--- config.mk ---
export PLATFORM = sky130hd
export DESIGN_NAME = dlx_stage_link
export DESIGN_NICKNAME = d
export VERILOG_FILES = /design/src/rtl/dlx_stage_link.sv
export SDC_FILE = /design/constraint.sdc
export NUM_CORES = 1
export LEC_CHECK = 0
export CORE_ASPECT_RATIO = 1.4
export CORE_UTILIZATION = 49
export DETAILED_ROUTE_END_ITERATION = 6
export PLACE_DENSITY = 0.85
export SYNTH_ARGS = -nofsm -noshare
export SYNTH_HDL_FRONTEND = slang
export SYNTH_SLANG_ARGS = --single-unit
--- constraint.sdc ---
create_clock -name clk -period 9.2 [get_ports clk]
set_clock_uncertainty 0.2 [all_clocks]
set_input_delay 1.84 -clock clk [delete_from_list [all_inputs] [get_ports clk]]
set_output_delay 1.84 -clock clk [all_outputs]
set_load 0.05 [all_outputs]
--- src/rtl/dlx_stage_link.sv ---
// Decode-to-execute elastic link for the DLX pipeline: a DEPTH-entry valid/ready buffer of ALU bundles.
// Optional stall statistics (stall_cnt, full_seen) are enabled with `define DLX_STAGE_LINK_STALL_CNT_EN.
module dlx_stage_link #(
    parameter int DATA_W  = 32,
    parameter int OP_W    = 3,
    parameter int SHAMT_W = 5,
    parameter int DEPTH   = 2,
    localparam int CW     = $clog2(DEPTH + 1)
) (
    input  logic               clk,
    input  logic               rst,
    input  logic               flush,
    input  logic               in_valid,
    output logic               in_ready,
    input  logic [DATA_W-1:0]  in_aluin1,
    input  logic [DATA_W-1:0]  in_aluin2,
    input  logic [OP_W-1:0]    in_operation,
    input  logic [OP_W-1:0]    in_opselect,
    input  logic [SHAMT_W-1:0] in_shift_number,
    input  logic               in_enable_arith,
    input  logic               in_enable_shift,
    output logic               out_valid,
    input  logic               out_ready,
    output logic [DATA_W-1:0]  out_aluin1,
    output logic [DATA_W-1:0]  out_aluin2,
    output logic [OP_W-1:0]    out_operation,
    output logic [OP_W-1:0]    out_opselect,
    output logic [SHAMT_W-1:0] out_shift_number,
    output logic               out_enable_arith,
    output logic               out_enable_shift,
    output logic [CW-1:0]      count
`ifdef DLX_STAGE_LINK_STALL_CNT_EN
    ,
    output logic [15:0]        stall_cnt,
    output logic               full_seen
`endif
);

    localparam int PW = $clog2(DEPTH);

    typedef struct packed {
        logic [DATA_W-1:0]  aluin1;
        logic [DATA_W-1:0]  aluin2;
        logic [OP_W-1:0]    operation;
        logic [OP_W-1:0]    opselect;
        logic [SHAMT_W-1:0] shift_number;
        logic               enable_arith;
        logic               enable_shift;
    } bundle_t;

    bundle_t          entry_p0 [DEPTH];
    bundle_t          in_bundle;
    bundle_t          head_p1;
    logic [PW-1:0]    wr_ptr;
    logic [PW-1:0]    rd_ptr;
    logic [CW-1:0]    count_nxt;
    logic             push;
    logic             pop;

    assign in_bundle = '{in_aluin1, in_aluin2, in_operation, in_opselect,
                         in_shift_number, in_enable_arith, in_enable_shift};

    assign push = in_valid && in_ready && !flush;
    assign pop  = out_valid && out_ready && !flush;

    always_comb begin
        count_nxt = count;
        if (push && !pop)
            count_nxt = count + 1'b1;
        else if (pop && !push)
            count_nxt = count - 1'b1;
    end

    // Control state: in_ready and out_valid are registered from the next occupancy,
    // so in_ready never depends combinationally on out_ready.
    always_ff @(posedge clk or posedge rst) begin
        if (rst) begin
            count     <= '0;
            wr_ptr    <= '0;
            rd_ptr    <= '0;
            out_valid <= 1'b0;
            in_ready  <= 1'b1;
        end else if (flush) begin
            count     <= '0;
            wr_ptr    <= '0;
            rd_ptr    <= '0;
            out_valid <= 1'b0;
            in_ready  <= 1'b1;
        end else begin
            count     <= count_nxt;
            out_valid <= (count_nxt != '0);
            in_ready  <= (count_nxt < CW'(DEPTH));
            if (push)
                wr_ptr <= (wr_ptr == PW'(DEPTH - 1)) ? '0 : wr_ptr + 1'b1;
            if (pop)
                rd_ptr <= (rd_ptr == PW'(DEPTH - 1)) ? '0 : rd_ptr + 1'b1;
        end
    end

    // Stage p0: bundle storage, data only, no reset.
    always_ff @(posedge clk) begin
        if (push)
            entry_p0[wr_ptr] <= in_bundle;
    end

    // Stage p1: head selection; masking by out_valid keeps bubbles inert and zero after reset.
    assign head_p1 = out_valid ? entry_p0[rd_ptr] : '0;

    assign out_aluin1       = head_p1.aluin1;
    assign out_aluin2       = head_p1.aluin2;
    assign out_operation    = head_p1.operation;
    assign out_opselect     = head_p1.opselect;
    assign out_shift_number = head_p1.shift_number;
    assign out_enable_arith = head_p1.enable_arith;
    assign out_enable_shift = head_p1.enable_shift;

`ifdef DLX_STAGE_LINK_STALL_CNT_EN
    always_ff @(posedge clk or posedge rst) begin
        if (rst) begin
            stall_cnt <= '0;
            full_seen <= 1'b0;
        end else if (flush) begin
            stall_cnt <= '0;
            full_seen <= 1'b0;
        end else begin
            if (out_valid && !out_ready && stall_cnt != 16'hFFFF)
                stall_cnt <= stall_cnt + 16'd1;
            if (in_valid && !in_ready)
                full_seen <= 1'b1;
        end
    end
`endif

endmodule

==> metrics.cfg, run 1 <==
[sta]
tightestPinTransition_ns = 1.105
hold_viol = 0
period_minus_slack_ns = 5.190
fmax_mhz = 192.7
fin_setup_tns_ns = 0
setup_violations = 0
slew_headroom_pct = 26.36
finalCritPeriodShare_pct = 56.41
finalMaxSlewViolations = 0
rsz0062_at_grt = false

[worst_setup_path]
crit_path_cell_trace = buf_4, mux2i_1, nor2b_1, clkdlybuf4s50_1
endpoint_kind = output pin
crit_fanout = 41
slowest_stage = clkdlybuf4s50_1
cp.buffers_inverters = 2
cp.arrival_ns = 3.15
criticalPathCategory = register to output pin
critical-path-top-delay-family = buffers and inverters
crit_required_ns = 7.16
startpoint_type = register
crit_path_max_incr_delay_ns = 0.83

[detailed_routing]
dr.pass1.iters = 7
post-route-drc-count = 11
ant_nets = 0
first_iter_violations = 155
via_per_inst = 5.038
avgRoutedWirePerCell_microns = 16.64
drt_wl_total_microns = 11430
vias = 3461

[yosys]
yosysWarnings = 0
synth.avg_cell_area_sq_um = 17.84
synth_nets = 437
synth_area_leaders = edfxtp_1 (73%), mux2i_1 (12%), nor2b_1 (7.8%)
syn_area_sq_um = 6335
ys_ff_latch = 160
postSynthCellCount = 355
synthDominantCellAreaShare_pct = 73.00
ys.flop_type = edfxtp_1
synthDistinctLibCells = 25
ys_seq_area_share_pct = 75.39
synthXorXnorAreaFrac_pct = 0.7703
synth-edff-count = 154
synthSimpleGateAreaFrac_pct = 8.888
synthAdderAreaFrac_pct = 0
synth_compound_gate_area_share_pct = 0.3160
yosys.area.top_type = edfxtp_1
synthArstFlopShare_pct = 3.750
synth_top_family_by_area = multiplexers
synthMuxAreaShare_pct = 12.66

[floorplan]
num_io_pins = 163
dieArea_sq_um = 13390
start_util_pct = 50.71
die_w_microns = 98.10
rows = 48
die_h_microns = 136.5
core_sq_um = 12490

[grt]
grt_overflow_total = 0
antenna_found_initial = 0
grt_pass1_vias = 3699
grt_pass1_wl_microns = 18080
track_usage_pct = 18.24
grt_max_degree = 81

[placed_design]
hpwl_microns = 7604
gp_congestion = 0.7146
port_buffers = 162

[clocking]
root_buffer = clkbuf_16
cts_buffers = 17
h-tree-depth = 4
cts_resized = 0
clkLatencyLatePin_ns = 0.41
clk_pin_slew_ns = 0.06
cts_sinks = 160
cts_tree = done
hold_buffers = 0
cts_buffer_depth = 2
post_cts_buffers = 0

[layout]
area_growth_pct = 36.34
utilization_pct = 69.14
drive_gt1_share_pct = 7.821
nets = 606
antenna_cells = 0
fill_cells = 862

[run_status]
status = complete, but fails checks
violations = design-rule violations

[run]
max_cap_viol_count = 0

[worst_hold_path]
hold_class = register to register

[power]
p_int_mw = 1.531
p_sw_uw = 785.6
pwr-share-comb_pct = 31.3
sw_frac_of_total_pct = 33.92
power_frac_seq_pct = 40.5
peakVddDrop_mv = 0.2155
p_total_mw = 2.316
leakage_nw = 2.850
power.density_cell_area_nw_per_um2 = 268.2
clockPowerShare_pct = 28.2

cell usage after synthesis (2+ instances only):
| cell | number |
|---|---|
| edfxtp_1 | 154 |
| mux2i_1 | 79 |
| nor2b_1 | 79 |
| buf_2 | 7 |
| buf_4 | 5 |
| dfrtp_1 | 5 |
| nor2_1 | 4 |
| buf_8 | 2 |
| clkbuf_1 | 2 |
| nor3b_1 | 2 |
| xnor2_1 | 2 |
registers in the layout, summed over array words and instances (netlist names):
signal,count
in_ready,1
out_valid,1
rd_ptr,1
entry_p0,154
wr_ptr,1
count,2
power by group through the flow:
| stage | Clock [mW] | Sequential, mW | Combinational, mW |
|---|---|---|---|
| floorplan | 0 | 0.940 | 0.518 |
| global placement | 0 | 0.950 | 0.720 |
| detailed placement | 0 | 0.956 | 0.729 |
| CTS | 0.669 | 0.941 | 0.732 |
| global route | 0.693 | 0.949 | 0.758 |
| finish | 0.654 | 0.938 | 0.725 |
cells by family (layout without fill, tap and decap cells):
group,count (synthesis),count (layout)
XOR/XNOR,4,4
flip-flops,160,160
multiplexers,80,80
buffers and inverters,18,200
AND/OR/NAND/NOR,91,91
AO/OA/AOI/OAI,2,2
tightest hold or removal path, delay by kind of cell (launching register included):
family        cells  cell delay [ns]
simple gates      1             0.08
flops             1             0.39
xor+xnor          1             0.09
placed cells by master (no fill, tap or decap), types with 2 or more instances in the layout:
cell type        Yosys  final
nor2b_1             79     79
clkinvlp_4           0      3
inv_6                0      3
clkbuf_16            0     17
mux2i_1             79     79
edfxtp_1           154    154
clkinv_1             0      2
buf_4                5      5
nor2_1               4      4
xnor2_1              2      2
clkdlybuf4s50_1      0    162
clkinv_4             0      4
dfrtp_1              5      3
per-stage QoR:
| stage | area (sq um) | hold WS (ns) | instances | worst slack (ns) |
|---|---|---|---|---|
| global route | 8637 | 0.4171 | 687 | 3.780 |
| global placement | 8075 | 0.3546 | 655 | 4.425 |
| finish | 8637 | 0.3937 | 687 | 4.010 |
| detailed placement | 8075 | 0.3821 | 655 | 4.395 |
| floorplan | 6335 | 0.3195 | 355 | 0.7380 |
| CTS | 8637 | 0.3981 | 687 | 3.944 |
cell type report:
class                      count  area, sq um  share of cell area (%)
multi-input combinational    177         1444                   16.72
tap                          150        187.7                   2.173
clock inverter                14        132.6                   1.536
timing repair buffer         167         1659                   19.21
clock buffer                  18        429.2                   4.969
inverter                       1        3.754                 0.04346
sequential                   160         4781                   55.35
layer usage:
layer  global-route usage (%)  part of all wire (%)  up-vias
li1                         -                     -     1660
met1                    19.43                    36     1660
met2                    33.41                    56      122
met3                    5.056                   6.0       19
met4                    8.502                   2.1        0
met5                        0                     0        -
path summary, 6_finish.rpt:
kind                       slack (ns)            end       from  cells past startpoint
max                              4.01  out_aluin1[2]     rd_ptr                      4
min                              0.39         wr_ptr     wr_ptr                      2
max reg2reg                      6.95       count[1]  out_valid                      3
min reg2reg                      0.39         wr_ptr     wr_ptr                      2
max in group asynchronous        7.08       in_ready        rst                      2
min in group asynchronous        1.46       count[0]        rst                      2
Note: power is estimated with default switching activity, not from simulation.
==> run 2, diff against run 1 <==
--- a/config.mk
+++ b/config.mk
@@ -6,9 +6,9 @@
 export NUM_CORES = 1
 export LEC_CHECK = 0
 export CORE_ASPECT_RATIO = 1.4
-export CORE_UTILIZATION = 49
+export CORE_UTILIZATION = 44
 export DETAILED_ROUTE_END_ITERATION = 6
-export PLACE_DENSITY = 0.85
+export PLACE_DENSITY = 0.81
 export SYNTH_ARGS = -nofsm -noshare
 export SYNTH_HDL_FRONTEND = slang
 export SYNTH_SLANG_ARGS = --single-unit
==> constraint.sdc (replaced) <==
create_clock -name clk -period 4.2 [get_ports clk]
set_clock_uncertainty 0.2 [all_clocks]
set_input_delay 0.84 -clock clk [delete_from_list [all_inputs] [get_ports clk]]
set_output_delay 0.84 -clock clk [all_outputs]
set_load 0.05 [all_outputs]
==> run 2 against run 1 <==
Effect of this change: the run now ends clean; combinational power increased by 120%; non-clock buffer count increased by 1; hold slack improved by 0.047 ns; flip-flop and latch count unchanged; core utilization decreased by 6.3 points; first-iteration DRC count decreased by 44%; critical path type unchanged.
==> metrics.cfg, run 2 (synthesis results as in run 1) <==
[detailed_routing]
dr.pass1.iters = 4
drt_wl_total_microns = 11900
via_per_inst = 4.851
vias = 3507
first_iter_violations = 87
avgRoutedWirePerCell_microns = 16.45
post-route-drc-count = 0
ant_nets = 0

[clocking]
cts_buffer_depth = 2
root_buffer = clkbuf_16
cts_tree = done
cts_buffers = 17
post_cts_buffers = 0
clk_pin_slew_ns = 0.06
cts_resized = 0
hold_buffers = 0
cts_sinks = 160
clkLatencyLatePin_ns = 0.41
h-tree-depth = 4

[power]
power.density_cell_area_nw_per_um2 = 601.2
leakage_nw = 2.905
peakVddDrop_mv = 0.3364
p_total_mw = 5.280

[worst_setup_path]
timing.rr.end = entry_p0[1][2]
criticalPathCategory = register to output pin
crit_path_start = rd_ptr
startpoint_type = register
reg2regPathDepth = 3
ff2ff_setup_slack_ns = 1.97
crit_required_ns = 3.16
worstSetupEndpoint = out_aluin1[10]
endpoint_kind = output pin
crit_fanout = 43
r2r_start = in_ready
cp.arrival_ns = 2.79

[layout]
instances_no_fill = 723
layout_common_cells = clkdlybuf4s50_1 (162), edfxtp_1 (154), mux2i_1 (79), nor2b_1 (79), clkbuf_16 (17)
nets = 607
drive_gt1_share_pct = 8.550
largest_reg_flops = 154
postLayoutCellArea_sq_um = 8782
area_growth_pct = 38.63
final_common_cell = clkdlybuf4s50_1
antenna_cells = 0
regMostFlops = entry_p0
top_regs = entry_p0 (154), count (2)

[sta]
finalCritPeriodShare_pct = 91.21
setup_violations = 0
finalMaxSlewViolations = 0
period_minus_slack_ns = 3.831
tightestPinTransition_ns = 0.7342
hold_viol = 0
hold-worst-slack_ns = 0.4405
fmax_mhz = 261.1
slew_headroom_pct = 51.05
fin_setup_tns_ns = 0
rsz0062_at_grt = false

[grt]
grt_pass1_wl_microns = 17930
grt_pass1_vias = 3790
grt_overflow_total = 0
grt_max_degree = 52
track_usage_pct = 16.50
antenna_found_initial = 1

[floorplan]
dieArea_sq_um = 14890
core_sq_um = 13970
num_io_pins = 163
start_util_pct = 45.33
rows = 51
die_w_microns = 103.4
die_h_microns = 144.0

[placed_design]
post_dp_cell_area_sq_um = 8152
hpwl_microns = 7943
dp_cells = 691
gp_congestion = 0.7440
port_buffers = 162

[run]
max_cap_viol_count = 0

[worst_hold_path]
hold_class = register to register

[run_status]
status = completed

-- run 2: cell types whose count changed in the layout (fill, tap and decap cells not counted), moves of 2 or more --
| cell | previous run | this run |
|---|---|---|
| bufinv_16 | 1 | 4 |
| clkinv_4 | 4 | 1 |
| clkinv_2 | 0 | 3 |
| clkinv_1 | 2 | 0 |
-- run 2: per-stage QoR --
stage,util (%),worst slack [ns]
final,62.84,0.3693
after global routing,62.84,0.2285
after CTS,62.84,0.2937
after detailed placement,58.33,0.7391
after global placement,58.33,0.7789
after floorplan,-,0.5091
-- run 2: how the worst min path moves through the flow --
| stage | from | to | slack, ns | depth (start not counted) |
|---|---|---|---|---|
| 3_5_place_dp | wr_ptr | wr_ptr | 0.44 | 2 |
| 2_1_floorplan | wr_ptr | wr_ptr | 0.38 | 2 |
| 6_report | wr_ptr | wr_ptr | 0.44 | 2 |
| 3_3_place_gp | wr_ptr | wr_ptr | 0.40 | 2 |
| 4_1_cts | wr_ptr | wr_ptr | 0.46 | 2 |
| 5_1_grt | rst | out_valid | 0.49 | 2 |
-- run 2: critical path, stage by stage (launching register included) --
cell and delay [ns]:
dfrtp_4 0.83, buf_12 0.37, mux2i_1 0.13, nor2b_1 0.18, clkdlybuf4s50_1 0.83
-- run 2: power by group --
| part | switching, mW | internal, mW | total, mW | leakage [nW] |
|---|---|---|---|---|
| combinational | 1.00 | 0.623 | 1.63 | 1.11 |
| clock | 0.613 | 1.00 | 1.62 | 0.306 |
| sequential | 0.121 | 1.91 | 2.03 | 1.48 |
-- run 2: cell type report --
cell class,count,area (sq um)
Tap cell,185,231.5
Timing Repair Buffer,168,1679
Clock buffer,17,425.4
Sequential cell,160,4781
Clock inverter,15,205.2
Inverter,1,3.754
Multi-Input combinational cell,177,1456
Fill cell,991,5192
-- run 2: metal layers --
layer  vias to the layer above  wire [microns]  part of all wire (%)  GRT usage, %
li1                       1654               -                     -             -
met4                         2             206                   1.7         6.227
met3                        19             732                   6.2         5.993
met2                       114            6482                    54         30.46
met5                         -              12                  0.10             0
met1                      1718            4461                    38         16.52
==> run 3, diff against run 2 <==
--- a/config.mk
+++ b/config.mk
@@ -5,6 +5,7 @@
 export SDC_FILE = /design/constraint.sdc
 export NUM_CORES = 1
 export LEC_CHECK = 0
+export CAP_MARGIN = 20
 export CORE_ASPECT_RATIO = 1.4
 export CORE_UTILIZATION = 44
 export DETAILED_ROUTE_END_ITERATION = 6
==> results of run 3 <==
No change in the layout: final DEF, timing and power equal those of run 2.
